<file path="src/rtl/spi_xfer_sequencer_if.sv">
// Host-side valid/ready byte streams of the SPI transfer sequencer.
// The master modport is the host; the slave modport is the sequencer.
interface spi_xfer_sequencer_if;
  logic       tx_valid;
  logic       tx_ready;
  logic [7:0] tx_data;
  logic       rx_valid;
  logic       rx_ready;
  logic [7:0] rx_data;

  modport master (
    output tx_valid, tx_data, rx_ready,
    input  tx_ready, rx_valid, rx_data
  );

  modport slave (
    input  tx_valid, tx_data, rx_ready,
    output tx_ready, rx_valid, rx_data
  );
endinterface

</file>
<file path="src/rtl/spi_xfer_sequencer.sv">
// Byte-stream front end for an 8-bit SPI master driver: TX/RX FIFOs plus a
// launch/complete/capture FSM that supervises each transfer with timeouts.
module spi_xfer_sequencer #(
  parameter int DEPTH   = 8,
  parameter int TIMEOUT = 1023
) (
  input  logic                     clk,
  input  logic                     rst,
  spi_xfer_sequencer_if.slave      host,
  output logic [$clog2(DEPTH):0]   o_tx_level,
  output logic [$clog2(DEPTH):0]   o_rx_level,
  output logic                     o_spi_start,
  output logic [7:0]               o_spi_tx_data,
  input  logic                     i_spi_busy,
  input  logic [7:0]               i_spi_rx_data,
  output logic                     o_timeout_err,
  input  logic                     i_err_clr
);

  localparam int AW = $clog2(DEPTH);
  localparam int CW = $clog2(TIMEOUT + 1);

  localparam logic [2:0] S_IDLE      = 3'd0;
  localparam logic [2:0] S_LAUNCH    = 3'd1;
  localparam logic [2:0] S_WAIT_BUSY = 3'd2;
  localparam logic [2:0] S_WAIT_DONE = 3'd3;
  localparam logic [2:0] S_CAPTURE   = 3'd4;

  localparam logic [AW:0]   LVL_ONE    = (AW + 1)'(1);
  localparam logic [AW:0]   LVL_ZERO   = (AW + 1)'(0);
  localparam logic [AW:0]   LVL_FULL   = (AW + 1)'(DEPTH);
  localparam logic [CW-1:0] CNT_ONE    = CW'(1);
  localparam logic [CW-1:0] CNT_ZERO   = CW'(0);
  // 15 busy samples in WAIT_BUSY: counts 0..14
  localparam logic [CW-1:0] BUSY_LIMIT = CW'(14);
  localparam logic [CW-1:0] DONE_LIMIT = CW'(TIMEOUT - 1);

  logic [7:0]    r_tx_mem [DEPTH];
  logic [7:0]    r_rx_mem [DEPTH];
  logic [AW:0]   r_tx_wr_ptr, r_tx_rd_ptr, r_tx_level;
  logic [AW:0]   r_rx_wr_ptr, r_rx_rd_ptr, r_rx_level;
  logic          r_tx_ready, r_rx_valid;
  logic [7:0]    r_rx_data;
  logic [2:0]    r_state;
  logic [CW-1:0] r_cnt;
  logic          r_spi_start;
  logic [7:0]    r_spi_tx_data;
  logic          r_timeout_err;

  logic          w_tx_push, w_tx_pop, w_rx_push, w_rx_pop;
  logic          w_busy_to, w_done_to;
  logic [AW:0]   w_tx_level_nxt, w_rx_level_nxt, w_rx_rd_ptr_nxt;
  logic [7:0]    w_rx_head_nxt;

  assign w_tx_push = host.tx_valid && r_tx_ready;
  assign w_tx_pop  = (r_state == S_IDLE) && (r_tx_level != LVL_ZERO) && (r_rx_level != LVL_FULL);
  assign w_rx_push = (r_state == S_CAPTURE);
  assign w_rx_pop  = r_rx_valid && host.rx_ready;
  assign w_busy_to = (r_state == S_WAIT_BUSY) && !i_spi_busy && (r_cnt == BUSY_LIMIT);
  assign w_done_to = (r_state == S_WAIT_DONE) && i_spi_busy && (r_cnt == DONE_LIMIT);

  // Next occupancy and RX head; the head register sees a push into an empty FIFO
  always_comb begin
    w_tx_level_nxt  = r_tx_level;
    w_rx_level_nxt  = r_rx_level;
    w_rx_rd_ptr_nxt = r_rx_rd_ptr;
    w_rx_head_nxt   = r_rx_data;
    if (w_tx_push && !w_tx_pop) begin
      w_tx_level_nxt = r_tx_level + LVL_ONE;
    end else if (!w_tx_push && w_tx_pop) begin
      w_tx_level_nxt = r_tx_level - LVL_ONE;
    end else begin
      w_tx_level_nxt = r_tx_level;
    end
    if (w_rx_push && !w_rx_pop) begin
      w_rx_level_nxt = r_rx_level + LVL_ONE;
    end else if (!w_rx_push && w_rx_pop) begin
      w_rx_level_nxt = r_rx_level - LVL_ONE;
    end else begin
      w_rx_level_nxt = r_rx_level;
    end
    if (w_rx_pop) begin
      w_rx_rd_ptr_nxt = r_rx_rd_ptr + LVL_ONE;
    end else begin
      w_rx_rd_ptr_nxt = r_rx_rd_ptr;
    end
    if (w_rx_push && (r_rx_wr_ptr[AW-1:0] == w_rx_rd_ptr_nxt[AW-1:0])) begin
      w_rx_head_nxt = i_spi_rx_data;
    end else begin
      w_rx_head_nxt = r_rx_mem[w_rx_rd_ptr_nxt[AW-1:0]];
    end
  end

  // FIFO storage writes
  always_ff @(posedge clk) begin
    if (w_tx_push) r_tx_mem[r_tx_wr_ptr[AW-1:0]] <= host.tx_data;
    if (w_rx_push) r_rx_mem[r_rx_wr_ptr[AW-1:0]] <= i_spi_rx_data;
  end

  // FIFO pointers, levels and registered stream flags
  always_ff @(posedge clk or posedge rst) begin
    if (rst) begin
      r_tx_wr_ptr <= LVL_ZERO;
      r_tx_rd_ptr <= LVL_ZERO;
      r_tx_level  <= LVL_ZERO;
      r_tx_ready  <= 1'b1;
      r_rx_wr_ptr <= LVL_ZERO;
      r_rx_rd_ptr <= LVL_ZERO;
      r_rx_level  <= LVL_ZERO;
      r_rx_valid  <= 1'b0;
      r_rx_data   <= 8'h00;
    end else begin
      if (w_tx_push) r_tx_wr_ptr <= r_tx_wr_ptr + LVL_ONE;
      if (w_tx_pop)  r_tx_rd_ptr <= r_tx_rd_ptr + LVL_ONE;
      if (w_rx_push) r_rx_wr_ptr <= r_rx_wr_ptr + LVL_ONE;
      r_rx_rd_ptr <= w_rx_rd_ptr_nxt;
      r_tx_level  <= w_tx_level_nxt;
      r_rx_level  <= w_rx_level_nxt;
      r_tx_ready  <= (w_tx_level_nxt != LVL_FULL);
      r_rx_valid  <= (w_rx_level_nxt != LVL_ZERO);
      r_rx_data   <= w_rx_head_nxt;
    end
  end

  // Transfer sequencing FSM with start handshake and timeouts
  always_ff @(posedge clk or posedge rst) begin
    if (rst) begin
      r_state       <= S_IDLE;
      r_cnt         <= CNT_ZERO;
      r_spi_start   <= 1'b0;
      r_spi_tx_data <= 8'h00;
    end else begin
      case (r_state)
        S_IDLE: begin
          if (w_tx_pop) begin
            r_spi_tx_data <= r_tx_mem[r_tx_rd_ptr[AW-1:0]];
            r_spi_start   <= 1'b1;
            r_state       <= S_LAUNCH;
          end
        end
        S_LAUNCH: begin
          r_cnt   <= CNT_ZERO;
          r_state <= S_WAIT_BUSY;
        end
        S_WAIT_BUSY: begin
          if (i_spi_busy) begin
            r_spi_start <= 1'b0;
            r_cnt       <= CNT_ZERO;
            r_state     <= S_WAIT_DONE;
          end else if (w_busy_to) begin
            r_spi_start <= 1'b0;
            r_state     <= S_IDLE;
          end else begin
            r_cnt <= r_cnt + CNT_ONE;
          end
        end
        S_WAIT_DONE: begin
          if (!i_spi_busy) begin
            r_state <= S_CAPTURE;
          end else if (w_done_to) begin
            r_state <= S_IDLE;
          end else begin
            r_cnt <= r_cnt + CNT_ONE;
          end
        end
        S_CAPTURE: begin
          r_state <= S_IDLE;
        end
        default: begin
          r_spi_start <= 1'b0;
          r_state     <= S_IDLE;
        end
      endcase
    end
  end

  // Sticky timeout flag; a new timeout beats a simultaneous clear
  always_ff @(posedge clk or posedge rst) begin
    if (rst) begin
      r_timeout_err <= 1'b0;
    end else if (w_busy_to || w_done_to) begin
      r_timeout_err <= 1'b1;
    end else if (i_err_clr) begin
      r_timeout_err <= 1'b0;
    end
  end

  assign host.tx_ready = r_tx_ready;
  assign host.rx_valid = r_rx_valid;
  assign host.rx_data  = r_rx_data;
  assign o_tx_level    = r_tx_level;
  assign o_rx_level    = r_rx_level;
  assign o_spi_start   = r_spi_start;
  assign o_spi_tx_data = r_spi_tx_data;
  assign o_timeout_err = r_timeout_err;

endmodule
</file>
<file path="src/flat_wrapper.sv">
// flat-port wrapper written by rule: the top's interface ports become plain ports
module spi_xfer_sequencer_flat 
#(
  parameter int DEPTH   = 8,
  parameter int TIMEOUT = 1023
)
  (clk, rst, o_tx_level, o_rx_level, o_spi_start, o_spi_tx_data, i_spi_busy, i_spi_rx_data, o_timeout_err, i_err_clr, host_tx_valid, host_tx_data, host_rx_ready, host_tx_ready, host_rx_valid, host_rx_data);
  spi_xfer_sequencer_if host_i ();
  input  logic clk;
  input  logic rst;
  output logic [$clog2(DEPTH):0] o_tx_level;
  output logic [$clog2(DEPTH):0] o_rx_level;
  output logic o_spi_start;
  output logic [7:0] o_spi_tx_data;
  input  logic i_spi_busy;
  input  logic [7:0] i_spi_rx_data;
  output logic o_timeout_err;
  input  logic i_err_clr;
  input wire logic [$bits(host_i.tx_valid)-1:0] host_tx_valid;
  input wire logic [$bits(host_i.tx_data)-1:0] host_tx_data;
  input wire logic [$bits(host_i.rx_ready)-1:0] host_rx_ready;
  output wire logic [$bits(host_i.tx_ready)-1:0] host_tx_ready;
  output wire logic [$bits(host_i.rx_valid)-1:0] host_rx_valid;
  output wire logic [$bits(host_i.rx_data)-1:0] host_rx_data;
  assign host_i.tx_valid = host_tx_valid;
  assign host_i.tx_data = host_tx_data;
  assign host_i.rx_ready = host_rx_ready;
  assign host_tx_ready = host_i.tx_ready;
  assign host_rx_valid = host_i.rx_valid;
  assign host_rx_data = host_i.rx_data;
  spi_xfer_sequencer #(.DEPTH(DEPTH), .TIMEOUT(TIMEOUT)) u_core (.clk(clk), .rst(rst), .host(host_i), .o_tx_level(o_tx_level), .o_rx_level(o_rx_level), .o_spi_start(o_spi_start), .o_spi_tx_data(o_spi_tx_data), .i_spi_busy(i_spi_busy), .i_spi_rx_data(i_spi_rx_data), .o_timeout_err(o_timeout_err), .i_err_clr(i_err_clr));
endmodule
</file>
<file path="config.mk">
export PLATFORM = sky130hd
export DESIGN_NAME = spi_xfer_sequencer_flat
export DESIGN_NICKNAME = d
export VERILOG_FILES = /design/src/rtl/spi_xfer_sequencer_if.sv /design/src/rtl/spi_xfer_sequencer.sv /design/src/flat_wrapper.sv
export SDC_FILE = /design/constraint.sdc
export NUM_CORES = 1
export LEC_CHECK = 0
export CAP_MARGIN = 25
export CORE_UTILIZATION = 61
export CTS_BUF_LIST = sky130_fd_sc_hd__clkbuf_4 sky130_fd_sc_hd__clkbuf_8
export CTS_CLUSTER_DIAMETER = 30
export DETAILED_ROUTE_END_ITERATION = 7
export MAX_ROUTING_LAYER = met4
export PLACE_DENSITY = 0.82
export SLEW_MARGIN = 20
export SYNTH_ARGS = -nofsm -noshare
export SYNTH_HDL_FRONTEND = slang
export SYNTH_SLANG_ARGS = --single-unit
</file>
<file path="constraint.sdc">
create_clock -name clk -period 3.11 [get_ports clk]
set_clock_uncertainty 0.1 [all_clocks]
set_input_delay 0.311 -clock clk [delete_from_list [all_inputs] [get_ports clk]]
set_output_delay 0.311 -clock clk [all_outputs]
set_load 0.1 [all_outputs]
</file>
==> flow_summary.json <==
{
  "synth_nets": 488,
  "reg2reg_slack_ns": 0.76,
  "synth_top_area_share_pct": 50.7,
  "hold_viol_final": 0,
  "slew_violations": 0,
  "p_leak_nw": 3.25,
  "rows": 40,
  "die-area_um2": 12900,
  "yosys-top-cells-count": "128 x edfxtp_1, 52 x dfrtp_1, 28 x nand2_1, 27 x mux4_2, 18 x nor2_1",
  "vias": 4199,
  "min_period_ns": 2.35,
  "ctsHoldBuffers": 0,
  "synth.distinct_cells": 58,
  "synth_area_leaders": "edfxtp_1 51%, dfrtp_1 17%, mux4_2 8.0%",
  "clockBufferDepth": 2,
  "initial_core_util_pct": 62.9,
  "io_buffers": 49,
  "crit_start": "u_core.host.rx_valid",
  "fin_cells": 711,
  "ir_drop_v": 0.000664,
  "coreArea_um2": 12100,
  "cp-endpoint": "u_core.host.rx_data[4]",
  "yosysMostFrequentCell": "edfxtp_1",
  "h-tree-depth": 4,
  "crit_type": "register to register",
  "setup_viol": 0,
  "cts_buffers": 17,
  "cp-end-kind": "register",
  "cts_resized": 0,
  "drc": 0,
  "syn_inst": 456,
  "io_pins": 50,
  "post_cts_buffers": 0,
  "reg2reg_depth": 6,
  "cts_tree": "done",
  "drv_cap": 0,
  "die_h_um": 114,
  "syn_avg_cell_area_um2": 16.6,
  "routedWlPerCell_um": 18.8,
  "critPathMaxStageDelay_ns": 0.57,
  "r2r-end": "u_core.host.rx_data[4]",
  "crit_required_ns": 3.36,
  "clk_latency_ns": 0.46,
  "clock_sinks": 181,
  "hp-class": "input port to asynchronous set/reset pin",
  "slew_headroom_pct": 35.1,
  "drive_above_1_share_pct": 25.2,
  "cp_cell_sequence": "nand2_4 -> xor2_4 -> buf_12 -> mux4_1 -> mux2_2 -> mux2_2",
  "drtAntennaViolNets": 0,
  "first_pass_iters": 4,
  "netlist_area_um2": 7590,
  "startpoint_type": "register",
  "fin_nets": 562,
  "die_x_um": 114,
  "clock.fmax_mhz": 425,
  "rsz0062_at_grt": "false",
  "dp_hpwl_mm": 8.76,
  "power.density_nw_per_um2": 1030,
  "grt.overflow.total": 0,
  "grt_pass1_wl_mm": 21.6,
  "drt-total-wl_mm": 13.4,
  "crit_fanout": 18,
  "clk_pin_slew_ns": 0.09,
  "synth_flop_cell": "edfxtp_1",
  "drtIter0Drc": 371,
  "synth_edf_count": 128,
  "synth_top_area_cell": "edfxtp_1",
  "ctsRootBufferMaster": "clkbuf_8",
  "antenna_found_initial": 0,
  "status": "completed",
  "placed_cells": 679,
  "gp_congestion": 0.850,
  "ys_seq_area_share_pct": 68.1,
  "reg2reg_from": "u_core.host.rx_valid",
  "cp_common_cell": "mux2_2",
  "areaGrowthSynthToFinish_pct": 15.4,
  "setup_tns_ns": 0,
  "fin_crit_sh_pct": 75.6,
  "diodes": 0,
  "ys.warnings.count": 0,
  "worst_pin_slew_ns": 0.970,
  "grt_pass1_vias": 4264,
  "viasPerCell": 5.91,
  "ys_ff_latch": 181,
  "grt_max_degree": 54,
  "critPathArrivalTime_ns": 2.60,
  "cpMaxStageDelayCell": "mux4_1",
  "async_flop_share_pct": 29.3,
  "track_usage_pct": 23.7
}
registers in the layout, indices dropped and copies added, names as in the netlist:
name and count:
u_core.o_spi_tx_data 8, u_core.r_state 3, u_core.r_rx_wr_ptr 3, u_core.o_timeout_err 1, u_core.o_spi_start 1, u_core.o_rx_level 4, u_core.r_cnt 10, u_core.host.rx_data 8
u_core.r_tx_rd_ptr 3, u_core.r_tx_mem 64, u_core.host.tx_ready 1, u_core.r_tx_wr_ptr 3, u_core.o_tx_level 4, u_core.r_rx_rd_ptr 3, u_core.host.rx_valid 1, u_core.r_rx_mem 64
power by group:
group / total (W) / switching, W / leakage (nW) / internal (W)
Clock: 0.00164 / 0.000830 / 0.219 / 0.000815
Combinational: 0.00385 / 0.00239 / 1.22 / 0.00146
Sequential: 0.00349 / 0.000466 / 1.81 / 0.00302
Total: 0.00899 / 0.00369 / 3.25 / 0.00530
routing by layer:
layer | share of wire [%] | routed length (µm) | global-route usage, %
met2 | 54 | 7210 | 39.9
met3 | 3.8 | 505 | 4.68
met1 | 41 | 5460 | 28.3
met4 | 1.6 | 214 | 9.39
met5 | 0 | 0 | -
placed cells by master, fill, tap and decap left out, drive strengths merged, types with 3 or more instances in the layout:
cell             n
nor4             4
mux2            18
xnor2           10
dfrtp           52
clkinv           6
o21ai           16
clkbuf          18
mux2i           11
bufinv           3
nand2           29
buf             47
xor2             7
o31ai           10
clkdlybuf4s50   27
nand3           16
nor3            10
ha              10
a21oi            5
nor2            18
o2bb2ai          3
nor3b            3
nand2b           4
inv             18
and3             5
mux4            32
or3              3
edfxtp         128
worst max-delay path: cells and delay by family (launching register included):
family,cells,cell delay [ns]
buffers and inverters,1,0.20
XOR/XNOR,1,0.18
AND/OR/NAND/NOR,1,0.17
multiplexers,3,1.11
flip-flops,1,0.48
worst min-delay path by stage:
stage	slack [ns]	from	endpoint
2_1_floorplan	0.28	i_spi_busy	u_core.r_state[2]
4_1_cts	0.11	rst	u_core.o_rx_level[1]
3_3_place_gp	0.36	u_core.o_timeout_err	u_core.o_timeout_err
3_5_place_dp	0.39	u_core.o_timeout_err	u_core.o_timeout_err
6_report	0.11	rst	u_core.host.rx_valid
5_1_grt	0.13	rst	u_core.o_rx_level[1]
layout make-up:
class | count | area [µm²]
repair buffers | 74 | 648
flip-flops and latches | 181 | 5170
well taps | 168 | 210
multi-input cells | 243 | 2260
clock inverters | 14 | 173
clock buffers | 18 | 241
inverters | 13 | 48.8
fillers | 739 | 3310
logic make-up after synthesis:
group                      after synthesis  synth area share [%]
DFF                                    181                  68.1
and+or+nand+nor                        106                  7.47
muxes                                   61                  13.9
AOI/OAI and AO/OA                       49                  4.35
buffers and inverters                   32                  2.06
xor gates and xnor gates                17                  2.41
adders and majority gates               10                  1.65
per-stage QoR:
| step | utilization (%) | hold WS [ns] | setup slack (ns) | power, W | cell area [µm²] |
|---|---|---|---|---|---|
| after floorplan | - | 0.282 | 0.128 | 0.00652 | 7590 |
| after global placement | 69.1 | 0.363 | 0.407 | 0.00727 | 8340 |
| after detailed placement | 69.1 | 0.392 | 0.317 | 0.00741 | 8340 |
| after CTS | 72.6 | 0.109 | 0.734 | 0.00904 | 8750 |
| after global routing | 72.6 | 0.132 | 0.632 | 0.00940 | 8750 |
| final | 72.6 | 0.109 | 0.758 | 0.00899 | 8750 |
Note: power is estimated with default switching activity, not from simulation.
